`config.mk`:
```
export PLATFORM = sky130hd
export DESIGN_NAME = nibble_serial_adder
export DESIGN_NICKNAME = d
export VERILOG_FILES = /design/src/rtl/nsa_pkg.sv /design/src/rtl/cla4_slice.sv /design/src/rtl/nibble_serial_adder.sv
export SDC_FILE = /design/constraint.sdc
export NUM_CORES = 1
export LEC_CHECK = 0
export CELL_PAD_IN_SITES_DETAIL_PLACEMENT = 0
export CELL_PAD_IN_SITES_GLOBAL_PLACEMENT = 1
export CORE_UTILIZATION = 25
export DETAILED_ROUTE_END_ITERATION = 8
export PLACE_DENSITY = 0.54
export SYNTH_ARGS = -nofsm -noshare
export SYNTH_HDL_FRONTEND = slang
export SYNTH_SLANG_ARGS = --single-unit
```
`constraint.sdc`:
```
create_clock -name clk -period 2 [get_ports clk]
set_clock_uncertainty 0.05 [all_clocks]
set_input_delay 0.2 -clock clk [delete_from_list [all_inputs] [get_ports clk]]
set_output_delay 0.2 -clock clk [all_outputs]
set_load 0.05 [all_outputs]
```
`src/rtl/nsa_pkg.sv`:
```
// Shared constants, FSM encoding and counter sizing for the nibble-serial adder.
package nsa_pkg;

    localparam int NIBBLE = 4;

    typedef enum logic [1:0] {
        IDLE = 2'd0,
        RUN  = 2'd1,
        DONE = 2'd2
    } state_e;

    // ceil(log2(nibbles)), never less than one bit so a single-nibble build still has a counter
    function automatic int cntWidth(input int nibbles);
        int w;
        w = 0;
        while ((1 << w) < nibbles) begin
            w++;
        end
        return (w < 1) ? 1 : w;
    endfunction

endpackage

```
`src/rtl/cla4_slice.sv`:
```
// Purely combinational 4-bit carry-lookahead adder slice.
module cla4_slice (
    input  logic [3:0] x,
    input  logic [3:0] y,
    input  logic       ci,
    output logic [3:0] s,
    output logic       co
);

    logic [3:0] g;
    logic [3:0] p;
    logic [4:1] c;

    assign g = x & y;
    assign p = x ^ y;

    // every carry is a flat sum of products of g/p and ci, none depends on a previous carry
    assign c[1] = g[0] | (p[0] & ci);
    assign c[2] = g[1] | (p[1] & g[0]) | (p[1] & p[0] & ci);
    assign c[3] = g[2] | (p[2] & g[1]) | (p[2] & p[1] & g[0]) | (p[2] & p[1] & p[0] & ci);
    assign c[4] = g[3] | (p[3] & g[2]) | (p[3] & p[2] & g[1]) | (p[3] & p[2] & p[1] & g[0])
                | (p[3] & p[2] & p[1] & p[0] & ci);

    assign s  = p ^ {c[3], c[2], c[1], ci};
    assign co = c[4];

endmodule

```
`src/rtl/nibble_serial_adder.sv`:
```
// WIDTH-bit adder that reuses one 4-bit CLA slice, one nibble per clock, LSB first.
// Optional signed overflow output enabled by defining NIBBLE_SERIAL_SIGNED_OVF_EN.
module nibble_serial_adder
    import nsa_pkg::*;
#(
    parameter int WIDTH = 16
) (
    input  logic             clk,
    input  logic             rst,
    input  logic             in_valid,
    output logic             in_ready,
    input  logic [WIDTH-1:0] a,
    input  logic [WIDTH-1:0] b,
    input  logic             cin,
    output logic             out_valid,
    input  logic             out_ready,
    output logic [WIDTH-1:0] sum,
    output logic             cout,
    output logic             busy
`ifdef NIBBLE_SERIAL_SIGNED_OVF_EN
    ,
    output logic             ovf
`endif
);

    localparam int N  = WIDTH / NIBBLE;
    localparam int CW = cntWidth(N);
    localparam logic [CW-1:0] LAST = CW'(N - 1);

    if ((WIDTH < NIBBLE) || ((WIDTH % NIBBLE) != 0)) begin : gWidthCheck
        $error("nibble_serial_adder: WIDTH must be a multiple of 4 and at least 4");
    end

    state_e          state_q, state_d;
    logic [WIDTH-1:0] aSh_q, aSh_d;
    logic [WIDTH-1:0] bSh_q, bSh_d;
    logic             carry_q, carry_d;
    logic [CW-1:0]    count_q, count_d;
    logic [WIDTH-1:0] sum_q, sum_d;
    logic             cout_q, cout_d;
`ifdef NIBBLE_SERIAL_SIGNED_OVF_EN
    logic             ovf_q, ovf_d;
`endif

    logic [NIBBLE-1:0] sliceS;
    logic              sliceCo;
    logic [WIDTH-1:0]  aShifted;

    cla4_slice uSlice (
        .x  (aSh_q[NIBBLE-1:0]),
        .y  (bSh_q[NIBBLE-1:0]),
        .ci (carry_q),
        .s  (sliceS),
        .co (sliceCo)
    );

    // partial sums enter the top of the A shifter as its consumed nibbles leave the
    // bottom, so after N shifts that register holds the whole result
    if (N == 1) begin : gOneNibble
        assign aShifted = sliceS;
    end else begin : gMultiNibble
        assign aShifted = {sliceS, aSh_q[WIDTH-1:NIBBLE]};
    end

    always_ff @(posedge clk or posedge rst) begin
        if (rst) begin
            state_q <= IDLE;
            aSh_q   <= '0;
            bSh_q   <= '0;
            carry_q <= 1'b0;
            count_q <= '0;
            sum_q   <= '0;
            cout_q  <= 1'b0;
`ifdef NIBBLE_SERIAL_SIGNED_OVF_EN
            ovf_q   <= 1'b0;
`endif
        end else begin
            state_q <= state_d;
            aSh_q   <= aSh_d;
            bSh_q   <= bSh_d;
            carry_q <= carry_d;
            count_q <= count_d;
            sum_q   <= sum_d;
            cout_q  <= cout_d;
`ifdef NIBBLE_SERIAL_SIGNED_OVF_EN
            ovf_q   <= ovf_d;
`endif
        end
    end

    always_comb begin
        state_d = state_q;
        aSh_d   = aSh_q;
        bSh_d   = bSh_q;
        carry_d = carry_q;
        count_d = count_q;
        sum_d   = sum_q;
        cout_d  = cout_q;
`ifdef NIBBLE_SERIAL_SIGNED_OVF_EN
        ovf_d   = ovf_q;
`endif
        case (state_q)
            IDLE: begin
                if (in_valid) begin
                    aSh_d   = a;
                    bSh_d   = b;
                    carry_d = cin;
                    count_d = '0;
                    state_d = RUN;
                end
            end
            RUN: begin
                aSh_d   = aShifted;
                bSh_d   = bSh_q >> NIBBLE;
                carry_d = sliceCo;
                count_d = count_q + 1'b1;
                if (count_q == LAST) begin
                    sum_d   = aShifted;
                    cout_d  = sliceCo;
`ifdef NIBBLE_SERIAL_SIGNED_OVF_EN
                    // on the last nibble the operands' sign bits are still at bit 3 of the shifters
                    ovf_d   = (aSh_q[NIBBLE-1] == bSh_q[NIBBLE-1]) && (sliceS[NIBBLE-1] != aSh_q[NIBBLE-1]);
`endif
                    state_d = DONE;
                end
            end
            DONE: begin
                if (out_ready) begin
                    state_d = IDLE;
                end
            end
            default: begin
                state_d = IDLE;
            end
        endcase
    end

    // in_ready is deliberately low in DONE: no accept on the same edge a result is consumed
    assign in_ready  = (state_q == IDLE);
    assign out_valid = (state_q == DONE);
    assign busy      = (state_q != IDLE);
    assign sum       = sum_q;
    assign cout      = cout_q;
`ifdef NIBBLE_SERIAL_SIGNED_OVF_EN
    assign ovf       = ovf_q;
`endif

endmodule

```
# --- Word-level counts from Yosys, hierarchy flattened ---
# Index checks and enable logic that the tools add are counted.
# Widths: inputs -> output; s select.
op_classes:
  n_addsub: 1
  n_eq_ne: 6
  reduce_logical: 6
  bitwise: 29
  n_mux: 12
op_table:
  columns: ["operator", "n"]
  rows:
  - ["$pmux 16 s2", 2]
  - ["$mux 16", 2]
  - ["$and 1x1->1", 16]
  - ["$or 1x1->1", 10]
  - ["$mux 2", 4]
  - ["$xor 4x4->4", 2]
  - ["$pmux 2 s3", 1]
  - ["$and 4x4->4", 1]
  - ["$eq 2x2->1 const B", 2]
  - ["$ne 2x2->1 const B", 2]
  - ["$pmux 2 s2", 1]
  - ["$reduce_and 2->1", 2]
  - ["$reduce_bool 2->1", 2]
  - ["$reduce_and 3->1", 1]
  - ["$add 2x1->2 const B", 1]
  - ["$eq 2x1->1 const B", 1]
  - ["$logic_not 2->1", 1]
  - ["$ne 2x1->1 const B", 1]
  - ["$pmux 1 s2", 1]
  - ["$mux 1", 1]
totals:
  wordCells: 61
  out_inout_bits: 20
  regBits: 54

# --- Logic depth before layout (Yosys ltp) ---
# Gate-level depths: netlist of the first run.
logic_depth:
  depth_word: 7
  ltp_mapped: 6
  mapped_depth_nobuf: 5

# --- Modules after synthesis ---
# Synthesis of the first run repeated with hierarchy kept, for this count alone.
hier_totals:
  hier_cells: 248
  area_unflattened_um2: 2713.9
modules_own_cells:
  columns: ["mod", "n_inst", "area_per_inst_um2", "seq_area_each_um2", "cells_each"]
  rows:
  - ["nibble_serial_adder", 1, 2566.2, 1351.3, 231]
  - ["cla4_slice", 1, 147.6, 0.0, 17]

# --- Least setup slack after synthesis of the first run ---
# Ideal clock, no wire load.
synth_timing:
  kind: "reg2out"
  from: "register state_q[1]"
  to: "output port busy"
  path_stages_with_launch: 5
  arrival_time_ps: 1846
  path_slack_ps: -96
  n_path_buf: 2
  cell_sequence: "dfrtp_1 -> buf_6 -> clkbuf_1 -> nor2_1 -> inv_1"
synth_between:
  elab_chain_cells: 1
synth_rtl:
  columns: ["item", "line_no", "text"]
  rows:
  - ["from (decl)", "nibble_serial_adder.sv:34", "state_e state_q, state_d;"]
  - ["from (signal assigned)", "nibble_serial_adder.sv:78", "state_q <= state_d;"]
  - ["$reduce_bool 2->1", "nibble_serial_adder.sv:141", "assign busy = (state_q != IDLE);"]
  - ["to (decl)", "nibble_serial_adder.sv:19", "output logic busy"]
# No other way between the ends.

# --- Final worst setup path of the first run ---
layout_timing:
  from: "register sum_q[15], in the netlist sum[15]"
  to: "output port sum[15]"
layout_rtl:
  columns: ["item", "line_no", "text"]
  rows:
  - ["from (decl)", "nibble_serial_adder.sv:39", "logic [WIDTH-1:0] sum_q, sum_d;"]
  - ["from (signal assigned)", "nibble_serial_adder.sv:83", "sum_q <= sum_d;"]
  - ["to (decl)", "nibble_serial_adder.sv:17", "output logic [WIDTH-1:0] sum,"]
# No word-level cell between the ends.

==> results of run 1 <==
-- metal layers --
metal	up-vias	global-route usage, %	routed length [um]
met4	0	2.64	57
met1	1039	20.3	3750
met5	-	0	0
met3	6	2.61	292
met2	44	21.3	3380
li1	1037	-	-
-- worst paths after layout --
check,from,end,slack [ns],depth (start not counted)
min in group clk,out_ready,state_q[1]$_DFFE_PP0P_,0.41,2
max in group asynchronous,rst,bSh_q[1]$_DFFE_PP0P_,1.44,3
max reg2reg,aSh_q[0]$_DFFE_PP0P_,aSh_q[15]$_DFFE_PP0P_,0.34,5
min,rst,count_q[1]$_DFFE_PP0P_,0.20,3
min reg2reg,sum[13]$_DFFE_PP0P_,sum[13]$_DFFE_PP0P_,0.45,1
max,sum[15]$_DFFE_PP0P_,sum[15],0.21,1
-- registers in the layout, summed over array words and instances, names as in the netlist --
register  count
sum          16
bSh_q        16
count_q       2
aSh_q        16
carry_q       1
cout          1
state_q       2
-- cells by family after synthesis --
logic type | count (synthesis) | synth area share, %
compound gates | 107 | 23.0
flops | 54 | 49.3
simple gates | 51 | 10.5
buf+inv | 28 | 5.93
mux | 14 | 7.34
fa+ha+maj | 6 | 3.01
xor+xnor | 3 | 0.958
-- power groups by stage --
stage | combinational (mW) | clock, mW | sequential (mW)
after floorplan | 1.83 | 0 | 2.43
after global placement | 3.19 | 0 | 2.03
after detailed placement | 3.21 | 0 | 2.03
after CTS | 3.22 | 0.717 | 2.01
after global routing | 3.47 | 0.757 | 2.07
final | 3.17 | 0.686 | 2.00
-- cell type report --
| cell class | instances | area [sq um] | area share [%] |
|---|---|---|---|
| flip-flops and latches | 54 | 1350 | 38.0 |
| inverters | 8 | 30.0 | 0.845 |
| repair buffers | 65 | 671 | 18.9 |
| well taps | 136 | 170 | 4.79 |
| clock inverters | 2 | 16.3 | 0.458 |
| clock buffers | 6 | 82.6 | 2.32 |
| multi-input cells | 181 | 1230 | 34.7 |
-- through the flow --
step,cells,instance area (sq um)
2_1_floorplan,263,2750
3_3_place_gp,444,3460
3_5_place_dp,444,3460
4_1_cts,452,3550
5_1_grt,452,3550
6_report,452,3550
-- cell usage after synthesis, types with 3 or more instances --
cell and number:
ha_1 5, nor2b_1 25, buf_2 4, nor2_1 8, o21ai_1 36, a21oi_1 34
mux2_4 12, a22oi_1 26, a2bb2oi_1 3, nand2_1 10, and2b_1 5, inv_1 8
clkbuf_1 8, buf_6 6, xnor2_1 3, dfrtp_1 54
==> impl_metrics.json, run 1 <==
{
  "status": "finished clean",
  "max-vdd-ir-drop_uv": 721,
  "hp-class": "in2async",
  "synth_cells": 263,
  "final-max-slew-violation-count": 0,
  "antenna_found_initial": 0,
  "drtAntennaViolNets": 0,
  "fp.dieArea_sq_um": 11400,
  "cts_tree": "yes",
  "cp-start-kind": "register",
  "first_global_vias": 2118,
  "leakagePower_nw": 1.50,
  "crit_fanout": 2,
  "final_cell_mix": "54 x dfrtp_1, 53 x clkdlybuf4s50_1, 36 x o21ai_1, 34 x a21oi_1, 26 x a22oi_1",
  "drive_gt1_share_pct": 11.7,
  "yosys-top-cells-area": "dfrtp_1 49%, a22oi_1 7.1%, o21ai_1 6.6%, mux2_4 6.6%, a21oi_1 6.2%",
  "totalWireLength_mm": 7.47,
  "synth_cell_types": 30,
  "gp_congestion": 0.714,
  "drc": 0,
  "ctsLongestPathBuffers": 2,
  "grt_overflow": 0,
  "cts.repair.resized": 0,
  "drv_cap": 0,
  "syn_nets": 306,
  "fmax_mhz": 558,
  "port_buffers": 56,
  "initial_core_util_pct": 26.2,
  "seq_area_frac_synth_pct": 49.3,
  "fillers": 1106,
  "ys_async_sr_fraction_pct": 100,
  "finalCritPeriodShare_pct": 89.6,
  "power_density_nw_per_um2": 1650,
  "cp.required_ns": 1.75,
  "relSlewSlack_pct": 63.9,
  "ys.flop_type": "dfrtp_1",
  "finalHoldViolations": 0,
  "wl_per_cell_um": 16.5,
  "io_pins": 57,
  "grt.total_usage_pct": 13.9,
  "internal-power_mw": 3.22,
  "dp_slack_ns": 0.337,
  "area_growth_pct": 29.6,
  "crit_buf_inv": 1,
  "critical_path.top_delay_family": "buffers and inverters",
  "vias_per_cell": 4.70,
  "cts_setup_buffers": 0,
  "synthesis.area_sq_um": 2740,
  "min_period_ns": 1.79,
  "tightest_slew_ns": 0.539,
  "report.power.total_mw": 5.85,
  "synth.avg_cell_area_sq_um": 10.4,
  "synth_largest_area_cell": "dfrtp_1",
  "endpoint_kind": "output port",
  "switching_power_mw": 2.63,
  "dieHeight_um": 107,
  "setup_violations": 0,
  "die_w_um": 107,
  "dp.final_hpwl_mm": 4.87,
  "critPathArrivalTime_ns": 1.54,
  "h-tree-depth": 2,
  "fin_ws_ns": 0.208,
  "whs_ns": 0.202,
  "ys_seq_elements": 54,
  "combPwrFrac_pct": 54.2,
  "diodes": 0,
  "ys_warn_count": 0,
  "fin_tns_setup_ns": 0,
  "cts_made_buffers": 5,
  "synth-edff-count": 0,
  "pwr-share-seq_pct": 34.1,
  "cts-root-buf": "clkbuf_8",
  "cpPeakStageDelay_ns": 0.83,
  "path_clk_slew_ns": 0.11,
  "rsz0062_at_grt": "no",
  "p_sw_share_pct": 45.0,
  "path_class": "reg2out",
  "core_sq_um": 10500,
  "dr.pass1.iters": 4,
  "synth_top_area_share_pct": 49.3,
  "nets": 358,
  "drt_iter0_drc": 83,
  "rows": 37,
  "final_util_pct": 34.0,
  "insertion_delay_ns": 0.32,
  "numClockSinks": 54,
  "num_vias": 2126,
  "layout_commonest_cell": "dfrtp_1",
  "grt_start_max_net_pins": 55,
  "grt_pass1_wl_mm": 12.1,
  "postCtsHoldBufs": 0,
  "slowest_stage": "clkdlybuf4s50_1",
  "cp_cell_sequence": "clkdlybuf4s50_1",
  "clock_power_share_pct": 11.7
}
(Power assumes the default switching activity.)
==> run 2, diff against run 1 <==
--- a/config.mk
+++ b/config.mk
@@ -7,9 +7,10 @@
 export LEC_CHECK = 0
 export CELL_PAD_IN_SITES_DETAIL_PLACEMENT = 0
 export CELL_PAD_IN_SITES_GLOBAL_PLACEMENT = 1
-export CORE_UTILIZATION = 25
+export CORE_UTILIZATION = 40
 export DETAILED_ROUTE_END_ITERATION = 8
-export PLACE_DENSITY = 0.54
+export PLACE_DENSITY = 0.79
 export SYNTH_ARGS = -nofsm -noshare
 export SYNTH_HDL_FRONTEND = slang
+export SYNTH_HIERARCHICAL = 1
 export SYNTH_SLANG_ARGS = --single-unit
==> constraint.sdc (replaced) <==
create_clock -name clk -period 1.8 [get_ports clk]
set_clock_uncertainty 0.05 [all_clocks]
set_input_delay 0.18 -clock clk [delete_from_list [all_inputs] [get_ports clk]]
set_output_delay 0.18 -clock clk [all_outputs]
set_load 0.05 [all_outputs]
==> run 2 against run 1 <==
  * The run now ends with DRC left
  * Combinational power rose by 28%
  * Synthesized area shrank 1.0%
  * Global-route usage rose by 4.6 points
  * Total power rose by 20%
  * Final cell count fell by 15%
  * Sequential power rose by 14%
  * Flip-flop and latch count did not move
  * Clock power decreased by 3%
  * First-iteration DRC count rose by 31%
  * Count of clock-buffer cells in the layout stayed put
  * Cell area fell by 1.7%
  * Sequential share of layout area rose by 0.71 points
  * Critical endpoint is now sum[3]
  * Largest cell class unchanged
  * Highest routed layer unchanged
==> impl_metrics.json, run 2 <==
{
  "status": "finished with violations",
  "violations": "DRC",
  "h-tree-depth": 2,
  "ctsLongestPathBuffers": 2,
  "critical_path.top_delay_family": "buffers and inverters",
  "cpPeakStageDelay_ns": 0.81,
  "cp_cell_sequence": "clkdlybuf4s50_1",
  "cts-root-buf": "clkbuf_8",
  "area_growth_pct": 28.8,
  "initial_core_util_pct": 42.0,
  "vias_per_cell": 5.40,
  "ys.flop_type": "dfrtp_1",
  "final-max-slew-violation-count": 0,
  "power_density_nw_per_um2": 2010,
  "tightest_slew_ns": 0.852,
  "dp.final_hpwl_mm": 4.13,
  "synth_cell_types": 35,
  "drv_cap": 0,
  "cts_made_buffers": 5,
  "synth_largest_area_cell": "dfrtp_1",
  "io_pins": 57,
  "r2r_cells": 5,
  "grt_pass1_wl_mm": 10.4,
  "fillers": 595,
  "synthesis.area_sq_um": 2710,
  "synth_compound_area_share_pct": 16.3,
  "finalCritPeriodShare_pct": 96.5,
  "drc": 3,
  "grt_overflow": 0,
  "endpoint_kind": "output port",
  "finalHoldViolations": 0,
  "path_clk_slew_ns": 0.10,
  "numClockSinks": 54,
  "synth-edff-count": 0,
  "grt.total_usage_pct": 18.5,
  "fp.dieArea_sq_um": 7120,
  "min_period_ns": 1.74,
  "path_class": "reg2out",
  "ys_async_sr_fraction_pct": 100,
  "cp.required_ns": 1.57,
  "drt_iter0_drc": 109,
  "ys_seq_elements": 54,
  "cts_tree": "yes",
  "drive_gt1_share_pct": 19.6,
  "whs_ns": 0.165,
  "setup_violations": 0,
  "critPathArrivalTime_ns": 1.51,
  "nets": 348,
  "synth_cells": 248,
  "port_buffers": 56,
  "gp_congestion": 0.734,
  "syn_nets": 291,
  "insertion_delay_ns": 0.31,
  "postCtsHoldBufs": 0,
  "fmax_mhz": 576,
  "totalWireLength_mm": 6.07,
  "rows": 29,
  "relSlewSlack_pct": 43.0,
  "dr.pass1.iters": 9,
  "multi_input_area_sq_um": 1190,
  "die_w_um": 84.4,
  "worstSetupStartpoint": "sum[3]$_DFFE_PP0P_",
  "cp.depth": 1,
  "drtAntennaViolNets": 0,
  "synth.avg_cell_area_sq_um": 10.9,
  "max-vdd-ir-drop_uv": 1800,
  "cp-start-kind": "register",
  "final_cell_mix": "52 x dfrtp_1, 52 x clkdlybuf4s50_1, 18 x nor3_1, 17 x o22ai_1, 16 x inv_1",
  "synth_top_area_share_pct": 49.8,
  "place_inst": 374,
  "synth-simple-area-share_pct": 14.8,
  "endpoint": "sum[3]",
  "fin_cells": 383,
  "crit_buf_inv": 1,
  "antenna_found_initial": 0,
  "rsz0062_at_grt": "no",
  "ys_warn_count": 6,
  "seq_area_frac_synth_pct": 49.8,
  "synth_adder_area_share_pct": 3.04,
  "synth_mux_area_share_pct": 8.30,
  "synth_top_family_by_area": "compound AO/OA/AOI/OAI gates",
  "yosys-top-cells-count": "54 x dfrtp_1, 18 x nor3_1, 17 x inv_1, 17 x o22ai_1, 13 x a21oi_1",
  "yosys-top-cells-area": "dfrtp_1 50%, mux2_4 5.0%, o22ai_1 3.9%, o22a_1 3.6%, nor3_1 3.3%",
  "hp-class": "in2async",
  "core_sq_um": 6460,
  "slowest_stage": "clkdlybuf4s50_1",
  "wl_per_cell_um": 15.8,
  "dieHeight_um": 84.4,
  "num_vias": 2070,
  "reg2reg_to": "cout$_DFFE_PP0P_",
  "grt_start_max_net_pins": 55,
  "regArea_sq_um": 1350,
  "diodes": 0,
  "synth_most_common_cell": "dfrtp_1",
  "leakagePower_nw": 1.49,
  "crit_fanout": 2,
  "r2r-start": "bSh_q[0]$_DFFE_PP0P_",
  "synth_xor_area_share_pct": 0.968,
  "first_global_vias": 2094,
  "r2r_setup_slack_ns": 0.07
}
[run 2: where the power goes]
group / total (mW) / internal, mW / leakage [nW] / switching (mW)
Combinational: 4.07 / 1.78 / 0.826 / 2.29
Clock: 0.668 / 0.276 / 0.0452 / 0.393
Sequential: 2.28 / 1.83 / 0.621 / 0.459
[run 2: kinds of logic after synthesis]
family,count (synthesis)
AND/OR/NAND/NOR,65
adder cells (fa/ha/maj),6
flip-flops,54
XOR/XNOR,3
buffers and inverters,37
multiplexers,17
AO/OA/AOI/OAI,66
[run 2: area by class of cell]
type                    instances  area share, %
clock inverters                 2          0.394
well taps                      77           2.76
multi-input cells             157           34.1
flip-flops and latches         54           38.7
clock buffers                   6           2.08
repair buffers                 69           20.0
inverters                      18           1.93
[run 2: worst min-delay path by stage]
stage,start,end,slack [ns],cells after the start
2_1_floorplan,out_ready,state_q[1]$_DFFE_PP0P_,0.22,1
3_3_place_gp,count_q[0]$_DFFE_PP0P_,count_q[0]$_DFFE_PP0P_,0.43,1
3_5_place_dp,count_q[0]$_DFFE_PP0P_,count_q[0]$_DFFE_PP0P_,0.44,1
4_1_cts,rst,sum[11]$_DFFE_PP0P_,0.17,3
5_1_grt,rst,sum[7]$_DFFE_PP0P_,0.22,3
6_report,rst,sum[7]$_DFFE_PP0P_,0.17,3
[run 2: routing by layer]
| layer | up-vias | part of all wire [%] | GRT usage (%) |
|---|---|---|---|
| met5 | - | 0 | 0 |
| met2 | 46 | 48 | 30.8 |
| met1 | 1010 | 48 | 25.5 |
| met3 | 6 | 2.8 | 2.95 |
| li1 | 1008 | - | - |
| met4 | 0 | 1.0 | 4.16 |
[run 2: timing repair]
| action | in CTS | in global routing |
|---|---|---|
| endpoints found under the setup margin | 1 | 2 |
| buffers inserted | 0 | 1 |
| gates resized for setup | 1 | 1 |
[run 2: per-stage QoR]
step / area, sq um / util [%] / setup TNS, ns / setup slack [ns] / power (mW)
final: 3500 / 54.1 / 0 / 0.0634 / 7.02
after global routing: 3500 / 54.1 / 0 / 0.0115 / 7.52
after CTS: 3480 / 53.8 / 0 / 0.0349 / 7.05
after detailed placement: 3390 / 52.5 / -0.0313 / -0.0313 / 6.37
after global placement: 3390 / 52.5 / 0 / 0.0433 / 6.25
after floorplan: 2720 / - / 0 / 0.0758 / 5.21
